==> src/rtl/seg_capture.sv <==
// Seven-segment readback decoder: samples the multiplexed active-low display bus,
// filters each digit slot for stability and rebuilds the four displayed hex codes.
module seg_capture #(
  parameter int STABLE = 4
) (
  input  logic        clk,
  input  logic        rst,
  input  logic        sample_en,
  input  logic [6:0]  seg,
  input  logic [3:0]  an,
  output logic [15:0] digit,
  output logic [3:0]  dval,
  output logic [15:0] frame,
  output logic        frame_valid,
  output logic        err,
  output logic [6:0]  err_seg
);

  localparam logic [3:0] STABLE_C = 4'(STABLE);

  logic        cap_v;
  logic [3:0]  cap_an;
  logic [6:0]  cap_seg;
  logic        prev_v;
  logic [3:0]  prev_an;
  logic [6:0]  prev_seg;
  logic [3:0]  cnt;
  logic [3:0]  seen;

  logic        qual;
  logic        same;
  logic        commit;
  logic [3:0]  cnt_nxt;
  logic [1:0]  slot;
  logic [3:0]  slot_oh;
  logic [3:0]  code;
  logic        known;
  logic [15:0] digit_new;

  // NOTE: every always_comb output gets a default first, so no path can infer a latch.
  always_comb begin
    qual      = cap_v && $onehot(~cap_an);
    same      = prev_v && (cap_an == prev_an) && (cap_seg == prev_seg);
    slot_oh   = ~cap_an;
    slot      = 2'd0;
    cnt_nxt   = cnt;
    commit    = 1'b0;
    code      = 4'h0;
    known     = 1'b1;
    digit_new = digit;

    unique case (cap_an)
      4'b1101: slot = 2'd1;
      4'b1011: slot = 2'd2;
      4'b0111: slot = 2'd3;
      default: slot = 2'd0;
    endcase

    // A run only advances on strobed samples; idle cycles leave it untouched.
    if (cap_v) begin
      if (!qual) begin
        cnt_nxt = 4'd0;
      end else if (same) begin
        if (cnt != STABLE_C) begin
          cnt_nxt = cnt + 4'd1;
          commit  = (cnt + 4'd1 == STABLE_C);
        end
      end else begin
        cnt_nxt = 4'd1;
      end
    end

    // Inverse of the hex-to-glyph map, including the letter glyphs used for A..E.
    case (cap_seg)
      7'b1000000: code = 4'h0;
      7'b1111001: code = 4'h1;
      7'b0100100: code = 4'h2;
      7'b0110000: code = 4'h3;
      7'b0011001: code = 4'h4;
      7'b0010010: code = 4'h5;
      7'b0000010: code = 4'h6;
      7'b1111000: code = 4'h7;
      7'b0000000: code = 4'h8;
      7'b0010000: code = 4'h9;
      7'b0000111: code = 4'hA;
      7'b0101111: code = 4'hB;
      7'b0010001: code = 4'hC;
      7'b1000111: code = 4'hD;
      7'b0000110: code = 4'hE;
      7'b1111111: code = 4'hF;
      default:    known = 1'b0;
    endcase

    digit_new[{slot, 2'b00} +: 4] = code;
  end

  // NOTE: state registers use non-blocking assignments so every flop samples pre-edge values.
  always_ff @(posedge clk) begin
    if (rst) begin
      cap_v       <= 1'b0;
      cap_an      <= 4'hF;
      cap_seg     <= 7'h7F;
      prev_v      <= 1'b0;
      prev_an     <= 4'hF;
      prev_seg    <= 7'h7F;
      cnt         <= 4'd0;
      seen        <= 4'd0;
      digit       <= 16'h0000;
      dval        <= 4'd0;
      frame       <= 16'h0000;
      frame_valid <= 1'b0;
      err         <= 1'b0;
      err_seg     <= 7'h7F;
    end else begin
      cap_v       <= sample_en;
      frame_valid <= 1'b0;
      err         <= 1'b0;
      if (sample_en) begin
        cap_an  <= an;
        cap_seg <= seg;
      end

      if (cap_v) begin
        prev_v   <= qual;
        prev_an  <= cap_an;
        prev_seg <= cap_seg;
      end
      cnt <= cnt_nxt;

      if (commit) begin
        if (known) begin
          digit <= digit_new;
          dval  <= dval | slot_oh;
          // The commit that completes the mask also snapshots the frame and starts a new one.
          if ((seen | slot_oh) == 4'hF) begin
            frame       <= digit_new;
            frame_valid <= 1'b1;
            seen        <= 4'd0;
          end else begin
            seen <= seen | slot_oh;
          end
        end else begin
          err     <= 1'b1;
          err_seg <= cap_seg;
        end
      end
    end
  end

endmodule

==> config.mk <==
export PLATFORM = sky130hd
export DESIGN_NAME = seg_capture
export DESIGN_NICKNAME = d
export VERILOG_FILES = /design/src/rtl/seg_capture.sv
export SDC_FILE = /design/constraint.sdc
export NUM_CORES = 1
export LEC_CHECK = 0
export ABC_AREA = 1
export CELL_PAD_IN_SITES_DETAIL_PLACEMENT = 0
export CELL_PAD_IN_SITES_GLOBAL_PLACEMENT = 1
export CORE_ASPECT_RATIO = 1.75
export CORE_UTILIZATION = 32
export DETAILED_ROUTE_END_ITERATION = 10
export GPL_ROUTABILITY_DRIVEN = 1
export PLACE_DENSITY = 0.73
export REMOVE_ABC_BUFFERS = 1
export SYNTH_ARGS = -nofsm -noshare
export SYNTH_HDL_FRONTEND = slang
export SYNTH_SLANG_ARGS = --single-unit
==> constraint.sdc <==
create_clock -name clk -period 2.6 [get_ports clk]
set_input_delay 0.52 -clock clk [delete_from_list [all_inputs] [get_ports clk]]
set_output_delay 0.52 -clock clk [all_outputs]
set_load 0.01 [all_outputs]
# Word-level counts from Yosys, hierarchy flattened
# Cells that the tools add are included.
# Widths: inputs -> output; s select.
[word_totals] ff_bits=77 input_bits=14 out_inout_bits=45 wordCells=76
[classes] n_addsub=5 eq_ne=25 shift=2 n_mux=14 n_bitwise=5 n_reduce_logical=11
[op_table] cell="$pmux 4 s15" count=1
[op_table] cell="$eq 7x7->1 const B" count=5
[op_table] cell="$eq 7x5->1 const B" count=4
[op_table] cell="$eq 7x6->1 const B" count=3
[op_table] cell="$bwmux 16" count=1
[op_table] cell="$mux 4" count=4
[op_table] cell="$reduce_or 16->1" count=1
[op_table] cell="$shift 4x6->16 const A" count=1
[op_table] cell="$shiftx 4x6->16" count=1
[op_table] cell="$eq 7x3->1 const B" count=2
[op_table] cell="$eq 4x4->1 const B" count=3
[op_table] cell="$eq 4x3->1 const B" count=2
[op_table] cell="$or 4x4->4" count=2
[op_table] cell="$eq 7x2->1 const B" count=1
[op_table] cell="$eq 7x7->1" count=1
[op_table] cell="$logic_not 7->1" count=1
[op_table] cell="$mux 1" count=7
[op_table] cell="$neg 4->6" count=1
[op_table] cell="$pmux 2 s3" count=1
[op_table] cell="$reduce_and 2->1" count=3
[op_table] cell="$add 1x1->2" count=2
[op_table] cell="$add 4x1->4 const B" count=1
[op_table] cell="$eq 4x4->1" count=1
[op_table] cell="$ne 4x3->1 const B" count=1
[op_table] cell="9 further kinds" count=12

# Depth between registers and ports, before layout
[depth] depth_word=9 ltp_mapped=14 mapped_depth_nobuf=13

# Worst setup path before layout
# Ideal clock, no wire load.
[synth_timing] path_type="reg2reg" from="register cap_an[0]" to="register frame[14]" setup_time_ns=0.114 arrival_time_ns=2.365 required_ns=2.486 path_slack_ns=0.120 path_stages_with_launch=13 n_path_buf=1 synth_period_minus_slack_ns=2.480 cell_sequence="dfxtp_1 fa_1 inv_1 ha_1 ha_1 nor2_1 and3_1 nand4_4 nor2_8 nand2_8 buf_6 nand3_1 nand2_1"
[synth_between] elab_chain_len=8 word_cells_on_any_way=22 classes_between="add/sub (3); eq/ne (6); shift (2); mux (5); bitwise (2); reduce/logical (4)"
[synth_rtl] element="start: declaration" line="22" text="logic [3:0] cap_an;"
[synth_rtl] element="start signal: assignment" line="119" text="cap_an <= an;"
[synth_rtl] element="branches (longest 8 deep; another with $neg 4->6)"
[synth_rtl] element="end signal: assignment" line="136" text="frame <= digit_new;"
[synth_rtl] element="end: declaration" line="13" text="output logic [15:0] frame,"
# Parallel ways; which one is timed is not known.
# A chain may end at the register's enable or synchronous reset.

# Worst setup path after layout
[layout_timing] from="register cap_an[0]" to="register digit[12]"
[layout_between] elab_chain_len=8 word_cells_on_any_way=20 classes_between="add/sub (3); eq/ne (5); shift (2); mux (5); bitwise (1); reduce/logical (4)"
[layout_rtl] element="branches (longest 8 deep; another with $neg 4->6)"
[layout_rtl] element="end signal: assignment" line="132" text="digit <= digit_new;"
[layout_rtl] element="end: declaration" line="11" text="output logic [15:0] digit,"
# Parallel ways; which one is timed is not known.

==> results.yml <==
critical_path:
  cpMaxStageDelayCell: "fa_1"
  r2r_slack_ps: 100
  end_kind: "flop"
  cpMostUsedCell: "nor2_1"
  critPathTopFamily: "adder cells"
  cp_num_buf_inv: 2
  critPathLaunch: "cap_an[0]"
  path_cells: "fa_1, inv_1, ha_2, ha_4, nor2_1, and3_4, nand4_4, nor2_8, buf_4, o21ai_0, nor2_1"
  reg2regPathDepth: 11
  critPathLaunchType: "flop"
  cp.arrival_ps: 2760
  r2r-start: "cap_an[0]"
  path_depth: 11
  critical_path.max_stage_delay_ps: 530
  path_max_fanout: 11
  required_ps: 2860
  critPathKind: "reg -> reg"
clock_tree:
  cts_made_buffers: 9
  hold_buffers: 0
  clk_pin_slew_ps: 60
  cts_sinks: 77
  clockBufferDepth: 2
  cts_tree: "done"
  htreeDepth: 3
  insertion_delay_ps: 330
  root_buffer: "clkbuf_16"
floorplan:
  die_h_um: 149
  floorplan.initialDensity_pct: 32.9
  fp.dieW_um: 86.2
  row_count: 53
  core-area_um2: 12100
  io_pins: 59
  die-area_um2: 12900
global_routing:
  grt_max_degree: 58
  grt_pass1_wl_um: 17900
  grt_usage_pct: 18.0
  grt_overflow_total: 0
  antenna_found_initial: 0
  grt_pass1_vias: 3664
yosys:
  synth_fa_ha_area_share_pct: 3.65
  synth_compound_area_share_pct: 9.67
  synth_area_per_cell_um2: 6.86
  yosysWarnings: 0
  synthCells: 579
  yosysSeqAreaShare_pct: 38.8
  synth.ff_latch_count: 77
  synth_top_family_by_area: "simple AND/OR/NAND/NOR gates"
  syn-cell-area_um2: 3970
  synthSimpleGateAreaFrac_pct: 38.6
  synth-xor-area-share_pct: 0.441
  synth_mux_area_share_pct: 0
  synth_top_area_share_pct: 38.8
  yosys.area.top_type: "dfxtp_1"
  synth_top_cells_by_area: "dfxtp_1 39%, nand2_1 15%, nor2_1 7.3%"
  ys_types: 34
hold_path:
  min_from: "dval[3]"
  hold_class: "reg -> reg"
  hold_path_depth: 2
detailed_routing:
  vias: 3852
  drc: 0
  routed_wl_um: 11200
  ant_nets: 0
  avgRoutedWirePerCell_um: 13.8
  vias_per_cell: 4.76
  first_pass_iters: 4
  drt-initial-drc-count: 131
layout:
  area_delta_synth_final_pct: 28.5
  antenna-diode-count: 0
  drive_gt1_share_pct: 11.3
  fillers: 1320
  final_common_cell: "nand2_1"
  nets: 667
  most-common-layout-cells: "152 x nand2_1, 76 x nor2_1, 76 x dfxtp_1"
  fin_util_pct: 42.3
power:
  p_leak_nw: 2.44
  cellPowerDensity_nw_per_um2: 546
  vdd_drop_max_mv: 0.309
run:
  cap_viol_max_count: 0
timing:
  maxSlewHeadroom_pct: 61.2
  hold_viol_final: 0
  finClkSkew_ps: 7.31
  worst_slack_ps: 100
  setup_viol: 0
  worstMarginPinSlew_ps: 582
  rsz0062_at_grt: "no"
  max_freq_ghz: 0.400
  finalMaxSlewViolations: 0
  fin_crit_ps: 2500
  period_share_pct: 96.2
placed_design:
  place_congestion: 0.854
  dp_worst_setup_slack_ps: -30.7
  dp_hpwl_um: 8030
  port_buffers: 58
status:
  status: "finished, final reports clean"
## cells in the mapped netlist
cell type and count:
a21oi_1 32, a221oi_2 1, and2_1 2, and3_1 1, buf_1 2, buf_12 1, buf_4 3, buf_6 3
clkbuf_1 15, clkinv_1 1, dfxtp_1 77, fa_1 1, ha_1 10, inv_1 46, inv_2 8, inv_4 1
nand2_1 157, nand2_2 7, nand2_4 2, nand2_8 1, nand3_1 42, nand3_4 1, nand4_1 32, nand4_4 1
nor2_1 77, nor2_2 4, nor2_4 3, nor2_8 1, nor3_1 4, o211ai_1 1, o21ai_0 39, o22ai_1 1
xnor2_1 1, xor2_1 1
## path summary, 6_finish.rpt
kind	endpoint
setup / recovery	digit[12]
setup reg to reg	digit[12]
hold reg to reg	dval[3]
hold / removal	dval[3]
## final cells by class
cell class	instances	area, µm²	area share, %
flip-flops and latches	77	1540	30.2
multi-input cells	423	2140	41.9
clock inverters	5	53.8	1.05
inverters	56	216	4.24
well taps	165	206	4.04
repair buffers	75	719	14.1
clock buffers	9	225	4.41
## stage by stage
| stage | instance area [µm²] | hold slack (ps) | setup TNS (ps) | cells | power [mW] |
|---|---|---|---|---|---|
| global placement | 4730 | 440 | -203 | 793 | 1.60 |
| detailed placement | 4730 | 444 | -262 | 793 | 1.60 |
| floorplan | 3830 | 450 | -50.0 | 555 | 1.47 |
| global route | 5100 | 474 | 0 | 810 | 2.93 |
| finish | 5100 | 452 | 0 | 810 | 2.79 |
| CTS | 5040 | 457 | 0 | 808 | 2.81 |
## report_power, final
part	switching, mW	leakage (nW)	internal (mW)	total, mW
clock	0.477	0.141	0.728	1.21
combinational	0.230	1.67	0.117	0.347
sequential	0.0314	0.626	1.21	1.24
total	0.739	2.44	2.05	2.79
## timing repair
item / in CTS / in global routing
buffers inserted: 0 / 2
pin swaps: 1 / 5
gates cloned: 1 / 0
resized for setup: 3 / 16
setup endpoints to repair: 16 / 44
## worst reg2reg max path, stage by stage, from the launching register on
cell	delay, ps
dfxtp_2	330
fa_1	530
inv_1	40
ha_2	180
ha_4	210
nor2_1	110
and3_4	230
nand4_4	130
nor2_8	250
buf_4	210
o21ai_0	80
nor2_1	140
## sequential cells by signal (all words and copies together), names as in the netlist
name	flops
prev_seg	7
frame	16
prev_v	1
frame_valid	1
prev_an	4
digit	16
cap_seg	7
seen	4
dval	4
err_seg	7
err	1
cap_v	1
cap_an	4
cnt	4
## routing by layer
| metal | vias up | routed length, µm | GRT usage, % | share of wire [%] |
|---|---|---|---|---|
| li1 | 1998 | - | - | - |
| met1 | 1762 | 4620 | 20.2 | 41 |
| met2 | 76 | 5930 | 32.8 | 53 |
| met3 | 16 | 418 | 4.10 | 3.7 |
| met4 | 0 | 193 | 6.08 | 1.7 |
| met5 | - | 0 | 0 | 0 |
## cells by family (layout without fill, tap and decap cells)
group / after synthesis / count (layout)
fa+ha+maj: 11 / 11
xor+xnor: 2 / 2
buf+inv: 80 / 145
flops: 77 / 77
simple gates: 335 / 336
compound gates: 74 / 74
Power figures use the tool's default switching activity.
